[src/rtl/branch_hazard_unit_if.sv]
// Branch-operand hazard bundle between the pipeline control and the hazard unit.
// The pipeline side is the master; the hazard unit is the slave.
interface branch_hazard_unit_if #(
    parameter int REG_AW = 5,
    parameter int CNT_W  = 16
);
    logic              id_branch;
    logic              id_uses_rt;
    logic [REG_AW-1:0] id_rs;
    logic [REG_AW-1:0] id_rt;
    logic              id_flush;
    logic              ex_regwrite;
    logic              ex_memread;
    logic [REG_AW-1:0] ex_dst;
    logic              mem_regwrite;
    logic              mem_memread;
    logic [REG_AW-1:0] mem_dst;
    logic              wb_regwrite;
    logic [REG_AW-1:0] wb_dst;
    logic              stall;
    logic [1:0]        fwd_a;
    logic [1:0]        fwd_b;
    logic              busy;
    logic [CNT_W-1:0]  stall_cycles;

    modport master (
        output id_branch, id_uses_rt, id_rs, id_rt, id_flush,
        output ex_regwrite, ex_memread, ex_dst,
        output mem_regwrite, mem_memread, mem_dst,
        output wb_regwrite, wb_dst,
        input  stall, fwd_a, fwd_b, busy, stall_cycles
    );

    modport slave (
        input  id_branch, id_uses_rt, id_rs, id_rt, id_flush,
        input  ex_regwrite, ex_memread, ex_dst,
        input  mem_regwrite, mem_memread, mem_dst,
        input  wb_regwrite, wb_dst,
        output stall, fwd_a, fwd_b, busy, stall_cycles
    );
endinterface

[src/rtl/branch_hazard_unit.sv]
// ID-stage branch operand hazard unit: selects comparator forwarding sources
// or holds IF/ID for a counted number of cycles while a producer drains.
module branch_hazard_unit #(
    parameter int REG_AW   = 5,
    parameter int LOAD_LAT = 1,
    parameter int CNT_W    = 16
) (
    input logic                  clock,
    input logic                  reset_n,
    branch_hazard_unit_if.slave  bus
);

    typedef enum logic {
        S_IDLE,
        S_HOLD
    } state_t;

    localparam logic [3:0] NEED_EX_ALU = 4'd1;
    localparam logic [3:0] NEED_EX_LD  = 4'(LOAD_LAT + 1);
    localparam logic [3:0] NEED_MEM_LD = 4'(LOAD_LAT);

    state_t           r_state;
    state_t           w_state_nxt;
    logic [2:0]       r_rem;
    logic [2:0]       w_rem_nxt;
    logic [CNT_W-1:0] r_cnt;

    logic       w_ex_rs;
    logic       w_ex_rt;
    logic       w_mem_rs;
    logic       w_mem_rt;
    logic       w_wb_rs;
    logic       w_wb_rt;
    logic [3:0] w_need_rs;
    logic [3:0] w_need_rt;
    logic [3:0] w_need;
    logic       w_eval;
    logic       w_stall;
    logic       w_busy;
    logic       w_stall_out;
    logic [1:0] w_fwd_a;
    logic [1:0] w_fwd_b;

    // A write to r0 never creates a dependency, so src==0 masks every match.
    assign w_ex_rs = bus.ex_regwrite && (bus.ex_dst == bus.id_rs)
                     && (bus.id_rs != '0);
    assign w_ex_rt = bus.id_uses_rt && bus.ex_regwrite
                     && (bus.ex_dst == bus.id_rt) && (bus.id_rt != '0);
    assign w_mem_rs = bus.mem_regwrite && (bus.mem_dst == bus.id_rs)
                      && (bus.id_rs != '0);
    assign w_mem_rt = bus.id_uses_rt && bus.mem_regwrite
                      && (bus.mem_dst == bus.id_rt) && (bus.id_rt != '0);
    assign w_wb_rs = bus.wb_regwrite && (bus.wb_dst == bus.id_rs)
                     && (bus.id_rs != '0);
    assign w_wb_rt = bus.id_uses_rt && bus.wb_regwrite
                     && (bus.wb_dst == bus.id_rt) && (bus.id_rt != '0);

    always_comb begin
        w_need_rs = 4'd0;
        if (w_ex_rs)
            w_need_rs = bus.ex_memread ? NEED_EX_LD : NEED_EX_ALU;
        else if (w_mem_rs && bus.mem_memread)
            w_need_rs = NEED_MEM_LD;
    end

    always_comb begin
        w_need_rt = 4'd0;
        if (w_ex_rt)
            w_need_rt = bus.ex_memread ? NEED_EX_LD : NEED_EX_ALU;
        else if (w_mem_rt && bus.mem_memread)
            w_need_rt = NEED_MEM_LD;
    end

    assign w_need = (w_need_rs > w_need_rt) ? w_need_rs : w_need_rt;
    assign w_eval = bus.id_branch && !bus.id_flush;

    // r_rem counts HOLD cycles still owed after the current one.
    always_comb begin
        w_state_nxt = r_state;
        w_rem_nxt   = r_rem;
        w_stall     = 1'b0;
        w_busy      = 1'b0;
        unique case (r_state)
            S_IDLE: begin
                if (w_eval && (w_need != 4'd0)) begin
                    w_stall = 1'b1;
                    if (w_need > 4'd1) begin
                        w_state_nxt = S_HOLD;
                        w_rem_nxt   = 3'(w_need - 4'd1);
                    end
                end
            end
            S_HOLD: begin
                w_busy = 1'b1;
                if (bus.id_flush) begin
                    w_state_nxt = S_IDLE;
                    w_rem_nxt   = 3'd0;
                end else begin
                    w_stall = 1'b1;
                    if (r_rem <= 3'd1) begin
                        w_state_nxt = S_IDLE;
                        w_rem_nxt   = 3'd0;
                    end else begin
                        w_rem_nxt = r_rem - 3'd1;
                    end
                end
            end
            default: begin
                w_state_nxt = S_IDLE;
                w_rem_nxt   = 3'd0;
            end
        endcase
    end

    always_ff @(posedge clock or negedge reset_n) begin
        if (!reset_n) begin
            r_state <= S_IDLE;
            r_rem   <= 3'd0;
        end else begin
            r_state <= w_state_nxt;
            r_rem   <= w_rem_nxt;
        end
    end

    // Gating with reset lets a mid-hold reset drop stall without a clock edge.
    assign w_stall_out = reset_n && w_stall;

    always_ff @(posedge clock or negedge reset_n) begin
        if (!reset_n)
            r_cnt <= '0;
        else if (w_stall_out && (r_cnt != '1))
            r_cnt <= r_cnt + CNT_W'(1);
    end

    always_comb begin
        w_fwd_a = 2'b00;
        if (bus.id_branch && !w_stall_out) begin
            unique case (1'b1)
                (w_mem_rs && !bus.mem_memread): w_fwd_a = 2'b01;
                (!(w_mem_rs && !bus.mem_memread) && w_wb_rs): w_fwd_a = 2'b10;
                default: w_fwd_a = 2'b00;
            endcase
        end
    end

    always_comb begin
        w_fwd_b = 2'b00;
        if (bus.id_branch && !w_stall_out) begin
            unique case (1'b1)
                (w_mem_rt && !bus.mem_memread): w_fwd_b = 2'b01;
                (!(w_mem_rt && !bus.mem_memread) && w_wb_rt): w_fwd_b = 2'b10;
                default: w_fwd_b = 2'b00;
            endcase
        end
    end

    assign bus.stall        = w_stall_out;
    assign bus.busy         = reset_n && w_busy;
    assign bus.fwd_a        = w_fwd_a;
    assign bus.fwd_b        = w_fwd_b;
    assign bus.stall_cycles = r_cnt;

endmodule

[src/flat_wrapper.sv]
// flat-port wrapper written by rule: the top's interface ports become plain ports
module branch_hazard_unit_flat 
#(
    parameter int REG_AW   = 5,
    parameter int LOAD_LAT = 1,
    parameter int CNT_W    = 16
)
  (clock, reset_n, bus_id_branch, bus_id_uses_rt, bus_id_rs, bus_id_rt, bus_id_flush, bus_ex_regwrite, bus_ex_memread, bus_ex_dst, bus_mem_regwrite, bus_mem_memread, bus_mem_dst, bus_wb_regwrite, bus_wb_dst, bus_stall, bus_fwd_a, bus_fwd_b, bus_busy, bus_stall_cycles);
  branch_hazard_unit_if #(.REG_AW(REG_AW), .CNT_W(CNT_W)) bus_i ();
  input logic clock;
  input logic reset_n;
  input wire logic [$bits(bus_i.id_branch)-1:0] bus_id_branch;
  input wire logic [$bits(bus_i.id_uses_rt)-1:0] bus_id_uses_rt;
  input wire logic [$bits(bus_i.id_rs)-1:0] bus_id_rs;
  input wire logic [$bits(bus_i.id_rt)-1:0] bus_id_rt;
  input wire logic [$bits(bus_i.id_flush)-1:0] bus_id_flush;
  input wire logic [$bits(bus_i.ex_regwrite)-1:0] bus_ex_regwrite;
  input wire logic [$bits(bus_i.ex_memread)-1:0] bus_ex_memread;
  input wire logic [$bits(bus_i.ex_dst)-1:0] bus_ex_dst;
  input wire logic [$bits(bus_i.mem_regwrite)-1:0] bus_mem_regwrite;
  input wire logic [$bits(bus_i.mem_memread)-1:0] bus_mem_memread;
  input wire logic [$bits(bus_i.mem_dst)-1:0] bus_mem_dst;
  input wire logic [$bits(bus_i.wb_regwrite)-1:0] bus_wb_regwrite;
  input wire logic [$bits(bus_i.wb_dst)-1:0] bus_wb_dst;
  output wire logic [$bits(bus_i.stall)-1:0] bus_stall;
  output wire logic [$bits(bus_i.fwd_a)-1:0] bus_fwd_a;
  output wire logic [$bits(bus_i.fwd_b)-1:0] bus_fwd_b;
  output wire logic [$bits(bus_i.busy)-1:0] bus_busy;
  output wire logic [$bits(bus_i.stall_cycles)-1:0] bus_stall_cycles;
  assign bus_i.id_branch = bus_id_branch;
  assign bus_i.id_uses_rt = bus_id_uses_rt;
  assign bus_i.id_rs = bus_id_rs;
  assign bus_i.id_rt = bus_id_rt;
  assign bus_i.id_flush = bus_id_flush;
  assign bus_i.ex_regwrite = bus_ex_regwrite;
  assign bus_i.ex_memread = bus_ex_memread;
  assign bus_i.ex_dst = bus_ex_dst;
  assign bus_i.mem_regwrite = bus_mem_regwrite;
  assign bus_i.mem_memread = bus_mem_memread;
  assign bus_i.mem_dst = bus_mem_dst;
  assign bus_i.wb_regwrite = bus_wb_regwrite;
  assign bus_i.wb_dst = bus_wb_dst;
  assign bus_stall = bus_i.stall;
  assign bus_fwd_a = bus_i.fwd_a;
  assign bus_fwd_b = bus_i.fwd_b;
  assign bus_busy = bus_i.busy;
  assign bus_stall_cycles = bus_i.stall_cycles;
  branch_hazard_unit #(.REG_AW(REG_AW), .LOAD_LAT(LOAD_LAT), .CNT_W(CNT_W)) u_core (.clock(clock), .reset_n(reset_n), .bus(bus_i));
endmodule
[config.mk]
export PLATFORM = sky130hd
export DESIGN_NAME = branch_hazard_unit_flat
export DESIGN_NICKNAME = d
export VERILOG_FILES = /design/src/rtl/branch_hazard_unit_if.sv /design/src/rtl/branch_hazard_unit.sv /design/src/flat_wrapper.sv
export SDC_FILE = /design/constraint.sdc
export NUM_CORES = 1
export LEC_CHECK = 0
export ABC_AREA = 1
export BUFFER_PORTS_ARGS = -buffer_cell sky130_fd_sc_hd__buf_2
export CORE_MARGIN = 2
export CORE_UTILIZATION = 40
export DETAILED_ROUTE_END_ITERATION = 12
export PLACE_DENSITY = 0.75
export SLEW_MARGIN = 20
export SYNTH_ARGS = -nofsm -noshare
export SYNTH_HDL_FRONTEND = slang
export SYNTH_SLANG_ARGS = --single-unit
export TNS_END_PERCENT = 20
[constraint.sdc]
create_clock -name clock -period 2.7 [get_ports clock]
set_input_delay 0.135 -clock clock [delete_from_list [all_inputs] [get_ports clock]]
set_output_delay 0.135 -clock clock [all_outputs]
set_load 0.01 [all_outputs]
==> results of run 1 <==
## sequential cells by signal (all words and copies together) (netlist names)
signal and count:
u_core.r_rem 3, u_core.r_state 1, u_core.bus.stall_cycles 16
## power by group through the flow
stage	Clock [mW]	Sequential, mW	Combinational, mW
CTS	0.305	0.315	0.173
global route	0.317	0.317	0.233
floorplan	0	0.323	0.0786
detailed placement	0	0.321	0.165
global placement	0	0.320	0.162
finish	0.300	0.315	0.211
## critical path: cells and delay by family
kind,cells,cell delay [ns]
fa+ha+maj,2,0.42
buf+inv,5,0.40
compound gates,2,0.34
simple gates,11,1.21
## cell usage after synthesis, types with 3 or more instances
library cell | count | area (sq um)
sky130_fd_sc_hd__xnor2_1 | 7 | 61.3
sky130_fd_sc_hd__nor2_4 | 3 | 33.8
sky130_fd_sc_hd__dfrtp_1 | 20 | 500
sky130_fd_sc_hd__nand4_1 | 7 | 43.8
sky130_fd_sc_hd__o21ai_0 | 5 | 25.0
sky130_fd_sc_hd__nor4_1 | 3 | 18.8
sky130_fd_sc_hd__nor2_1 | 19 | 71.3
sky130_fd_sc_hd__a21oi_1 | 4 | 20.0
sky130_fd_sc_hd__nor2_2 | 3 | 18.8
sky130_fd_sc_hd__nand3b_1 | 3 | 22.5
sky130_fd_sc_hd__inv_2 | 9 | 33.8
sky130_fd_sc_hd__nor3_1 | 4 | 20.0
sky130_fd_sc_hd__nand3_1 | 20 | 100
sky130_fd_sc_hd__inv_1 | 38 | 143
sky130_fd_sc_hd__nor3_2 | 3 | 30.0
sky130_fd_sc_hd__nand2_1 | 87 | 327
sky130_fd_sc_hd__ha_1 | 7 | 87.6
sky130_fd_sc_hd__xor2_1 | 13 | 114
## layout make-up
class | count | area (sq um) | share of cell area
clock inverters | 1 | 30.0 | 0.0109
clock buffers | 3 | 41.3 | 0.0150
multi-input cells | 203 | 1330 | 0.482
inverters | 48 | 203 | 0.0734
repair buffers | 89 | 592 | 0.214
well taps | 52 | 65.1 | 0.0236
flip-flops and latches | 20 | 500 | 0.181
## worst max path at each step
stage	start	end	slack [ns]	cells past startpoint
CTS	bus_ex_dst[0]	bus_fwd_a[1]	0.03	20
detailed placement	bus_id_rt[0]	bus_fwd_b[1]	-0.20	20
global route	bus_id_rt[1]	u_core.bus.stall_cycles[13]	-0.15	25
finish	bus_id_rt[1]	bus_fwd_a[1]	0.04	20
global placement	bus_id_rt[0]	bus_fwd_b[1]	-0.18	20
floorplan	bus_id_rt[4]	u_core.bus.stall_cycles[13]	0.18	22
## cell families after synthesis
| kind of cell | after synthesis | share of synthesized area |
|---|---|---|
| AND/OR/NAND/NOR | 158 | 0.415 |
| adder cells (fa/ha/maj) | 7 | 0.0482 |
| buffers and inverters | 48 | 0.102 |
| AO/OA/AOI/OAI | 18 | 0.0627 |
| XOR/XNOR | 20 | 0.0964 |
| flip-flops | 20 | 0.275 |
## per-layer routing
layer / GRT usage / routed length [um] / vias to the layer above
met1: 0.235 / 2240 / 938
li1: - / - / 1043
met4: 0.0210 / 44 / 0
met5: 0 / 0 / -
met3: 0.0352 / 287 / 4
met2: 0.332 / 2690 / 58
## what timing repair did
action,CTS,global route
hold endpoints to repair,20,0
hold buffers,1,0
pin swaps,10,29
gates resized for setup,18,65
setup buffers,2,8
setup endpoints to repair,3,18
==> results, run 1 <==
- For this run, design rule violations remaining after detail routing come to 0.
- Max-cap violations in this run came to 0.
- The final layout net count is around 410.
- The fraction of power consumed by the clock network is 0.363.
- The row count is 24.
- The number of non-filler instances in the completed layout is roughly 420.
- After the first detailed-routing iteration, the DRC count stood at 98.
- The path type of the worst setup path is in2out.
- The post-synthesis net count is between 300 and 400.
- The routed wirelength normalized by instance count is between 10 and 15 um.
- The distinct cell type count of the synthesized netlist is 30.
- The synthesized netlist cell count is about 270.
- For this design the total switching power over the nets is 0.229 mW.
- The layout has 347 filler cells.
- The worst-case register-to-register setup slack is around 1.0 ns.
- The cell that appears most often on the critical path is sky130_fd_sc_hd__nand3_2.
- For this run, the share of the core covered by cells in the final layout is 0.634.
- After layout, the minimum clock period comes to around 2.7 ns.
- The most frequent standard cell in the layout excluding fill and tap cells is sky130_fd_sc_hd__nand2_1.
- The clock passes through at most 2 buffers.
- The number of enable-type register cells in the synthesized netlist is 0.
- The total track usage is 0.184.
- After routing, the total negative slack on setup checks comes to 0 ns.
- The critical path startpoint category is a primary input.
- The number of antenna diodes in the final layout is 0.
- Including well taps, the total number of placed cells is 401.
- Clock-pin slew was measured on the worst setup and hold paths at 0.08 ns.
- The clock tree from TritonCTS is built.
- The mean number of vias per cell is 4.91.
- For this block, the routed nets add up to between 5000 and 6000 um of wire.
- The analysis attributes to cell leakage a power of about 1.5 nW.
- The top flip-flop cell by instance count after synthesis is sky130_fd_sc_hd__dfrtp_1.
- For the pin with the worst max-slew slack, the measured transition is ~0.26 ns.
- The startpoint of the most critical register-to-register path is u_core.bus.stall_cycles[0].
- The slowest cell on the critical path is sky130_fd_sc_hd__ha_1.
- On the final layout, the worst hold slack is ~0.36 ns.
- Setup repair after global routing could not meet its margin everywhere.
- The min-delay analysis places its worst path in the category in2reg.
- The async set-or-reset flop fraction in the synthesized netlist is 1.00.
- The post-detailed-placement cell area is ~0.0023 sq mm.
- The first detailed-routing pass ran for 4 iterations.
- The worst min-delay path endpoint is u_core.r_rem[2].
- On the worst path, the slowest cell contributes a delay of about 0.29 ns.
- Data on the critical path is required at its endpoint by 2.57 ns.
- The kind of capture point of the worst setup path is an output pin.
- The insertion delay to the later sink of the worst-skew pair is about 0.26 ns.
- Along the worst hold path, the cell count comes to 6.
- The post-route cell area is about 0.0028 sq mm.
- At the placement stage, the worst setup path has a slack of -0.199 ns.
- Leaving out fill and tap cells, the most frequent cells in the layout are sky130_fd_sc_hd__nand2_1 (74), sky130_fd_sc_hd__buf_2 (45), sky130_fd_sc_hd__buf_4 (36), sky130_fd_sc_hd__inv_1 (28), sky130_fd_sc_hd__dfrtp_1 (20).
- The signal on the critical path passes through buf_6 > inv_4 > nand2_4 > nand3_4 > nor3_4 > nand3_2 > nand2_1 > inv_1 > ha_1 > nand2_1 > o21a_1 > inv_2 > nand3_2 > and2_4 > ha_4 > nor2_4 > o21ai_4 > nand3_2 > nor4_2 > buf_2.
- Compared with the post-synthesis result, the final layout area differs by 52.0%.
- The flow ran to the end, and the final reports show no timing, DRC or antenna violations.
- From bottom edge to top edge, the die measures between 70 and 80 um.
- The first-pass GRT wire length is around 7700 um.
- Detailed placement ended at an HPWL of 3850 um.
- The startpoint of the tightest hold check path is bus_id_flush.
- The power density over the cells is between 200 and 300 mW/mm^2.
- Of the total power, the share spent switching nets is 0.276.
- The number of antenna violations at the first check in global routing is 0.
- IR analysis of the VDD net gives a maximum drop of ~0.23 mV.
- The starting density of the core is 0.417.
- In this run the number of H-tree levels came out at 1.
- The netlist area before placement is 0.00182 sq mm.
- Entering global routing, the biggest net connects 22 pins.
- At the end of routability-driven placement, the weighted congestion stood at roughly 0.93.
- Of the available clock period, the critical path in the final layout requires 0.986.
- In this run the count of I/O pins placed on the die edge is 57.
- The final critical-path setup slack is just under 0.04 ns.
- Of all nets on the critical path, the largest fanout is 4.
- After floorplanning, the core was sized to cover 0.00435 sq mm.
- The setup violation total in the final timing report is 0.
- Measured in cells, the most critical reg-to-reg path has a length of 8.
- The arrival time at the worst endpoint is around 2.5 ns.
- The register bit count reported by yosys is 20.
- The number of max-slew violations in the final report is 0.
- The share of total power dissipated in sequential elements is 0.381.
- For this design, the sink count on the clock tree is 20.
- The synthesized area divided by synthesized cell count is about 6.7 sq um.
- The total of buffers placed on input and output ports is 56.
- The internal portion of the total power is between 0.5 and 0.6 mW.
- The remaining max-slew budget at the tightest pin is 0.828.
- Summed over all layers, the global routing overflow is 0.
- The vias after detailed routing is ~2000.
- The total clock buffers created by CTS is 3.
- The number of warnings issued by yosys is 0.
- Of the cells placed in the final design, the portion with a size suffix greater than 1 is 0.445.
- Derived from the worst setup path, the maximum achievable clock frequency is between 300 and 400 MHz.
- The cell chosen for the clock root is sky130_fd_sc_hd__clkbuf_8.
- The via count of the first global-routing pass is 1855.
- Of the total power, combinational logic draws 0.256.
- Of the synthesized area, sequential elements account for 0.275.
- The worst clock skew is 0.00506 ns.
- The terminus of the critical flop-to-flop path is u_core.bus.stall_cycles[3].
- The die footprint is about 0.005 sq mm.
- The count of nets left with antenna violations once routing finished came out at 0.
- The hold violation total from the final report is 0.
- The die is between 70 and 80 um wide.
- Overall power consumption after layout is estimated at about 0.83 mW.
Power figures use the tool's default switching activity.
==> run 2, diff against run 1 <==
CELL_PAD_IN_SITES_DETAIL_PLACEMENT = 1   (was unset)
CELL_PAD_IN_SITES_GLOBAL_PLACEMENT = 1   (was unset)
CORE_UTILIZATION = 35   (was 40)
PLACE_DENSITY = 0.89   (was 0.75)
==> results, run 2 (synthesis gave the netlist of run 1 again) <==
- The clock tree from TritonCTS is built.
- The count of H-tree levels built during CTS came to 1 (unchanged).
- Setup repair after global routing could not meet its margin everywhere.
- The setup violation total in the final timing report came to 14 (+14).
- The largest stage delay on the critical path is 0.22 ns (-0.07 ns).
- The number of nets with antenna violations after routing is 0 (unchanged).
- Traced cell by cell, the critical path runs through buf_2 > nand2_1 > a21oi_1 > nand2_1 > nor2_2 > nand3_1 > nand2_1 > nand2_1 > inv_1 > ha_1 > nand2_1 > o21a_1 > inv_2 > nand3_2 > and2_4 > ha_4 > nor2_4 > o21ai_4 > buf_4 > clkinv_4 > buf_4 > buf_2.
- The worst IR drop on VDD was 0.178 mV (-21%).
- The depth of the critical timing path with buffers and inverters included was 22 (+10%).
- The via count of the first global-routing pass is 2428 (+31%).
- The area taken by flip-flops and latches was 500 sq um (unchanged).
- The power density over the cells is 282 mW/mm^2 (-6.0%).
- The mean number of vias per cell was 5.37 (+9.3%).
- The number of antenna repair diodes is 0 (unchanged).
- The startpoint of the most critical register-to-register path is u_core.bus.stall_cycles[1].
- The library cell used most frequently in the layout, excluding fill and tap cells, is sky130_fd_sc_hd__nand2_1.
- The number of cells traversed by the worst hold path came to 6 (unchanged).
- The part of the total power dissipated in combinational logic came to 0.325 (+0.069).
- The total grt overflow is 0 (unchanged).
- The starting density of the core is 0.360 (-0.0569).
- The count of filler cells inserted in the layout is 632 (+82%).
- The clock transition at the register clock pins on the worst setup and hold paths after CTS came to 0.09 ns (about the same).
- The switching fraction of total power is 0.340 (+0.0633).
- The number of design rule violations left after detail routing is 0 (unchanged).
- The number of max-slew violations in the final report came to 0 (unchanged).
- The total of buffers placed on input and output ports is 56 (unchanged).
- The switching power of the nets is 0.285 mW (+24%).
- The maximum clock frequency is 353 MHz (-6.2%).
- The top-level port count is 57 (unchanged).
- The row count is 26 (+8.3%).
- The number of buffers and inverters on the critical path came to 7 (+2).
- In this run the critical register-to-register path is captured at u_core.bus.stall_cycles[1].
- The share of the cycle needed by the critical path after routing is 1.05 (+0.0649).
- The final weighted congestion in routability-driven placement was 0.824 (-11%).
- The cell that appears most often on the critical path is sky130_fd_sc_hd__nand2_1.
- The horizontal die dimension is 76.0 um (+6.5%).
- The final layout net count is 414 (+1.7%).
- The internal power contribution is 0.553 mW (-7.6%).
- The number of flip-flops under the largest register name is 16 (unchanged).
- The worst-case register-to-register setup slack came to 0.82 ns (-0.22 ns).
- The cell family contributing the most delay on the critical path is simple AND/OR/NAND/NOR gates.
- The setup total negative slack is -0.977 ns (-0.977 ns).
- The arrival time at the worst endpoint came to 2.70 ns (+0.17 ns).
- The path with the worst hold slack has its endpoint at u_core.r_state.
- The actual slew at the worst max-slew pin is 0.349 ns (+0.0930 ns).
- The slowest cell on the critical path is sky130_fd_sc_hd__ha_1.
- The area occupied by multi-input gates came to 0.00143 sq mm (+7.3%).
- The startpoint of the tightest hold check path is bus_id_flush.
- The data required time of the worst path was 2.57 ns (about the same).
- In this run the worst hold path is classified as in2reg.
- Relative to the synthesized area, the layout overhead comes to 63.7%.
- The routed wirelength normalized by instance count came to 20.3 um (+61%).
- The maximum count of clock buffers along a single path is 2 (unchanged).
- The number of antenna violations at the first check in global routing is 0 (unchanged).
- The detailed placer's ending HPWL came to 5010 um (+30%).
- The final critical delay including setup and external delays is 2.84 ns (+0.175 ns).
- The vias after detailed routing was 2368 (+16%).
- The share of final-layout standard cells stronger than drive strength 1 came to 0.493 (+0.0482).
- STA classifies the critical path startpoint as a primary input.
- The insertion delay to the later sink of the worst-skew pair was 0.28 ns (+0.02 ns).
- The max capacitance violation total is 0 (unchanged).
- The static power due to leakage is 1.63 nW (+5.4%).
- The fraction of power consumed by the clock network is 0.296 (-0.067).
- The post-route total power is 0.838 mW (+1.3%).
- The maximum fanout encountered on the critical timing path was 3 (-1).
- The detailed-routing iteration count for the pre-antenna-repair pass came to 4 (unchanged).
- The die outline height came to 76.0 um (+6.5%).
- The worst-case reg-to-reg path depth is 9 (+1).
- The worst-case setup slack after placement is -0.378 ns (-0.178 ns).
- The maximum number of pins on one net before global-route repair is 22 (unchanged).
- The number of sinks on the clock net was 20 (unchanged).
- The hold violation total from the final report was 0 (unchanged).
- The total clock buffers created by CTS is 3 (unchanged).
- The final reports fail on negative setup slack.
- The total track usage was 0.244 (+0.0597).
- The kind of capture point of the worst setup path is an output pin.
- The total detailed-routing wirelength is 8970 um (+71%).
- The worst clock skew is 0.0136 ns (+0.00854 ns).
- The path type of the worst setup path is in2out.
- The first-pass GRT wire length came to 11600 um (+50%).
- The final critical-path setup slack is -0.137 ns (-0.175 ns).
- The number of design-rule violations left by the first detailed-router iteration was 144 (+47%).
- The die footprint is 0.00578 sq mm (+13%).
- The register share of total power was 0.379 (-0.002).
- CTS placed an instance of sky130_fd_sc_hd__clkbuf_8 at the clock tree root.
- The flow ran to the end, but the final reports show violations.
- The remaining max-slew budget at the tightest pin came to 0.765 (-0.0626).
- The standard cell core area was 0.00504 sq mm (+16%).
- Leaving out fill and tap cells, the most frequent cells in the layout are sky130_fd_sc_hd__nand2_1 (68), sky130_fd_sc_hd__buf_4 (44), sky130_fd_sc_hd__buf_2 (40), sky130_fd_sc_hd__inv_1 (26), sky130_fd_sc_hd__dfrtp_1 (20).
## run 2: cell count changes in the layout (fill, tap and decap cells not counted), sizes merged
cell    before  now
inv         48   47
bufinv       1    0
clkinv       0    1
clkbuf       3    4
buf         88   95
## run 2: worst max-delay path by stage
stage,endpoint,startpoint,slack [ns]
final,bus_stall,bus_mem_regwrite,-0.14
after global routing,u_core.bus.stall_cycles[13],bus_id_rt[3],-0.25
after CTS,bus_fwd_b[1],bus_id_rs[1],0.003
after detailed placement,u_core.bus.stall_cycles[4],bus_id_rs[0],-0.38
after global placement,bus_fwd_b[1],bus_id_rs[0],-0.18
after floorplan,u_core.bus.stall_cycles[13],bus_id_rt[4],0.18
## run 2: area by class of cell
class / count / share of cell area
repair buffers: 96 / 0.231
clock buffers: 4 / 0.0185
multi-input cells: 203 / 0.480
well taps: 70 / 0.0294
flip-flops and latches: 20 / 0.168
inverters: 48 / 0.0732
## run 2: tightest hold or removal path, stage by stage
cell and delay (ns):
sky130_fd_sc_hd__buf_2 0.08, sky130_fd_sc_hd__inv_1 0.06, sky130_fd_sc_hd__nand2_1 0.11, sky130_fd_sc_hd__nor2_1 0.08
sky130_fd_sc_hd__inv_1 0.11, sky130_fd_sc_hd__o21ai_0 0.10
## run 2: per-layer routing
layer / wire length (um) / vias up / global-route usage
li1: - / 1064 / -
met1: 3470 / 1158 / 0.277
met2: 4720 / 102 / 0.460
met3: 356 / 44 / 0.0403
met4: 419 / 0 / 0.0836
met5: 0 / - / 0
## run 2: timing repair
item / CTS / global route
gates resized for setup: 39 / 87
endpoints found under the setup margin: 14 / 19
buffers inserted: 9 / 4
pin swaps: 20 / 45
hold endpoints to repair: 20 / 0
hold buffers: 1 / 0
## run 2: power by group through the flow
stage | registers (mW) | clock network [mW] | logic (mW)
2_1_floorplan | 0.323 | 0 | 0.0786
3_3_place_gp | 0.320 | 0 | 0.169
3_5_place_dp | 0.322 | 0 | 0.178
4_1_cts | 0.316 | 0.244 | 0.201
5_1_grt | 0.318 | 0.265 | 0.290
6_report | 0.317 | 0.248 | 0.272
## run 2: stage by stage
stage | cells | hold slack [ns] | cell area (sq um) | utilization
global route | 441 | 0.458 | 2970 | 0.590
global placement | 423 | 0.205 | 2380 | 0.472
floorplan | 271 | -0.161 | 1820 | -
finish | 441 | 0.446 | 2970 | 0.590
CTS | 437 | 0.369 | 2640 | 0.524
detailed placement | 423 | 0.215 | 2380 | 0.472
==> run 3, diff against run 2 <==
==> constraint.sdc (replaced) <==
create_clock -name clock -period 2.7 [get_ports clock]
set_input_delay 0.27 -clock clock [delete_from_list [all_inputs] [get_ports clock]]
set_output_delay 0.27 -clock clock [all_outputs]
set_load 0.01 [all_outputs]
==> results, run 3 (synthesis gave the netlist of run 1 again) <==
- The static power due to leakage is 1.56 nW (-4.5%).
- The die footprint came to 0.00578 sq mm (unchanged).
- The maximum number of pins on one net before global-route repair was 22 (unchanged).
- The total track usage came to 0.221 (-0.0227).
- The switching power of the nets is 0.242 mW (-15%).
- The total detailed-routing wirelength is 7720 um (-14%).
- The insertion delay to the later sink of the worst-skew pair is 0.26 ns (-0.02 ns).
- The fraction of power consumed by the clock network is 0.269 (-0.027).
- The area growth from synthesis to layout is 54.6%.
- The switching fraction of total power is 0.325 (-0.0142).
- The final reports fail on negative setup slack.
- The routed wirelength normalized by instance count was 17.8 um (-12%).
- The path class of the tightest hold or removal check is in2async.
- The number of max-slew violations in the final report is 0 (unchanged).
- The number of design-rule violations left by the first detailed-router iteration is 95 (-34%).
- The horizontal die dimension is 76.0 um (unchanged).
- The mean number of vias per cell is 5.07 (-5.5%).
- The post-detailed-placement cell area is 0.00238 sq mm (about the same).
- The number of flip-flops under the largest register name is 16 (unchanged).
- The post-route cell area is 0.00281 sq mm (-5.6%).
- The final weighted congestion in routability-driven placement came to 0.902 (+9.5%).
- The hold slack is 0.0756 ns (-0.370 ns).
- The top-level port count was 57 (unchanged).
- The data required time of the worst path is 2.43 ns (-0.14 ns).
- The part of the total power dissipated in combinational logic is 0.307 (-0.018).
- The detailed placer's ending HPWL is 4820 um (-3.8%).
- The number of nets with antenna violations after routing is 0 (unchanged).
- Setup repair after global routing could not meet its margin everywhere.
- The total grt overflow is 0 (unchanged).
- The worst IR drop on VDD is 0.294 mV (+65%).
- The row count was 26 (unchanged).
- The setup total negative slack was -3.54 ns (-2.57 ns).
- The register share of total power is 0.424 (+0.045).
- The flow ran to the end, but the final reports show violations.
- The power density over the cells was 265 mW/mm^2 (-5.9%).
- The detailed-routing iteration count for the pre-antenna-repair pass was 4 (unchanged).
- The via count of the first global-routing pass is 2180 (-10%).
- The remaining max-slew budget at the tightest pin is 0.689 (-0.0767).
- TritonCTS built the clock tree.
- The final layout net count came to 407 (-1.7%).
- In the layout the commonest cells are sky130_fd_sc_hd__nand2_1 (75), sky130_fd_sc_hd__buf_2 (48), sky130_fd_sc_hd__buf_4 (33), sky130_fd_sc_hd__inv_1 (30), sky130_fd_sc_hd__dfrtp_1 (20).
- The cell chosen for the clock root is sky130_fd_sc_hd__clkbuf_8.
- The actual slew at the worst max-slew pin came to 0.463 ns (+0.114 ns).
- The max capacitance violation total came to 0 (unchanged).
- The worst setup path is captured at an output pin.
- The standard cell core area was 0.00504 sq mm (unchanged).
- The number of antenna violations at the first check in global routing came to 0 (unchanged).
- The path type of the worst setup path is in2out.
- The starting density of the core was 0.360 (unchanged).
- The maximum fanout encountered on the critical timing path is 4 (+1).
- The hold buffer count at CTS is 0 (-1).
- The arrival time at the worst endpoint is 2.86 ns (+0.16 ns).
- The number of design rule violations left after detail routing is 0 (unchanged).
- The count of H-tree levels built during CTS came to 1 (unchanged).
- The final critical delay including setup and external delays is 3.13 ns (+0.289 ns).
- The library cell used most frequently in the layout, excluding fill and tap cells, is sky130_fd_sc_hd__nand2_1.
- The maximum clock frequency is 320 MHz (-9.3%).
- The share of final-layout standard cells stronger than drive strength 1 is 0.452 (-0.0415).
- The first-pass GRT wire length is 10400 um (-10%).
- The critical path startpoint category is a primary input.
- The die outline height came to 76.0 um (unchanged).
- The total of buffers placed on input and output ports is 56 (unchanged).
- The internal power contribution is 0.502 mW (-9.2%).
- The vias after detailed routing was 2197 (-7.2%).
- The final critical-path setup slack came to -0.426 ns (-0.289 ns).
- The number of antenna repair diodes came to 0 (unchanged).
- The total clock buffers created by CTS is 3 (unchanged).
- The clock transition at the register clock pins on the worst setup and hold paths after CTS is 0.07 ns (-0.02 ns).
- The maximum count of clock buffers along a single path is 2 (unchanged).
- The worst clock skew is 0.00176 ns (-0.0118 ns).
- The number of sinks on the clock net is 20 (unchanged).
- The hold violation total from the final report is 0 (unchanged).
- The setup violation total in the final timing report is 21 (+7).
- The share of the cycle needed by the critical path after routing came to 1.16 (+0.107).
run 3: changes by cell type in the layout (fill, tap and decap cells not counted), sizes merged:
| cell | previous run | this run |
|---|---|---|
| clkbuf | 4 | 3 |
| buf | 95 | 89 |
| dlygate4sd3 | 1 | 0 |
run 3: power by group through the flow:
| stage | logic (mW) | clock network, mW | registers, mW |
|---|---|---|---|
| after global routing | 0.248 | 0.220 | 0.318 |
| after detailed placement | 0.171 | 0 | 0.321 |
| after CTS | 0.191 | 0.207 | 0.315 |
| after floorplan | 0.0789 | 0 | 0.323 |
| final | 0.229 | 0.200 | 0.316 |
| after global placement | 0.165 | 0 | 0.321 |
run 3: layout make-up:
cell class	count	area, sq um
clock buffer	3	41.3
fill	664	2230
timing repair buffer	89	594
multi-input combinational	203	1380
tap	70	87.6
sequential	20	500
inverter	48	203
run 3: final timing paths:
path                                              from                     endpoint  slack, ns  cells past startpoint
setup / recovery                          bus_id_rt[3]                 bus_fwd_a[0]      -0.43                     22
max in group asynchronous                      reset_n   u_core.bus.stall_cycles[2]       2.39                      2
setup reg to reg            u_core.bus.stall_cycles[0]   u_core.bus.stall_cycles[1]       0.86                     10
hold / removal                                 reset_n   u_core.bus.stall_cycles[8]       0.08                      2
hold reg to reg            u_core.bus.stall_cycles[14]  u_core.bus.stall_cycles[14]       0.49                      1
min in group clock         u_core.bus.stall_cycles[14]  u_core.bus.stall_cycles[14]       0.49                      1
run 3: worst max-delay path: stages:
cell and delay [ns]:
sky130_fd_sc_hd__buf_4 0.11, sky130_fd_sc_hd__inv_2 0.06, sky130_fd_sc_hd__nand2_1 0.07, sky130_fd_sc_hd__nand4_1 0.11
sky130_fd_sc_hd__nor2_2 0.20, sky130_fd_sc_hd__nand3_2 0.17, sky130_fd_sc_hd__nand2_2 0.12, sky130_fd_sc_hd__inv_2 0.05
sky130_fd_sc_hd__ha_4 0.15, sky130_fd_sc_hd__nor2_1 0.13, sky130_fd_sc_hd__o21a_1 0.18, sky130_fd_sc_hd__inv_1 0.07
sky130_fd_sc_hd__nand3_2 0.08, sky130_fd_sc_hd__and2_4 0.16, sky130_fd_sc_hd__ha_4 0.14, sky130_fd_sc_hd__nor2_4 0.04
sky130_fd_sc_hd__o21ai_4 0.21, sky130_fd_sc_hd__nand2_4 0.11, sky130_fd_sc_hd__buf_4 0.15, sky130_fd_sc_hd__buf_6 0.11
sky130_fd_sc_hd__nor2_4 0.07, sky130_fd_sc_hd__buf_6 0.11
run 3: stage by stage:
| step | utilization | setup WS, ns | total power, mW | cells |
|---|---|---|---|---|
| 2_1_floorplan | - | 0.00686 | 0.402 | 271 |
| 3_3_place_gp | 0.472 | -0.323 | 0.486 | 422 |
| 3_5_place_dp | 0.472 | -0.473 | 0.492 | 422 |
| 4_1_cts | 0.508 | -0.247 | 0.714 | 428 |
| 5_1_grt | 0.557 | -0.612 | 0.786 | 433 |
| 6_report | 0.557 | -0.426 | 0.745 | 433 |
run 3: what timing repair did:
| action | in CTS | in global routing |
|---|---|---|
| gates resized for setup | 36 | 54 |
| setup buffers | 3 | 5 |
| endpoints found under the setup margin | 15 | 21 |
| pin swaps | 16 | 25 |
| cloned | 0 | 0 |
run 3: per-layer routing:
metal / GRT usage / vias up / wire [um]
li1: - / 1034 / -
met1: 0.277 / 1070 / 3210
met2: 0.403 / 69 / 3900
met3: 0.0308 / 24 / 307
met4: 0.0509 / 0 / 294
met5: 0 / - / 0
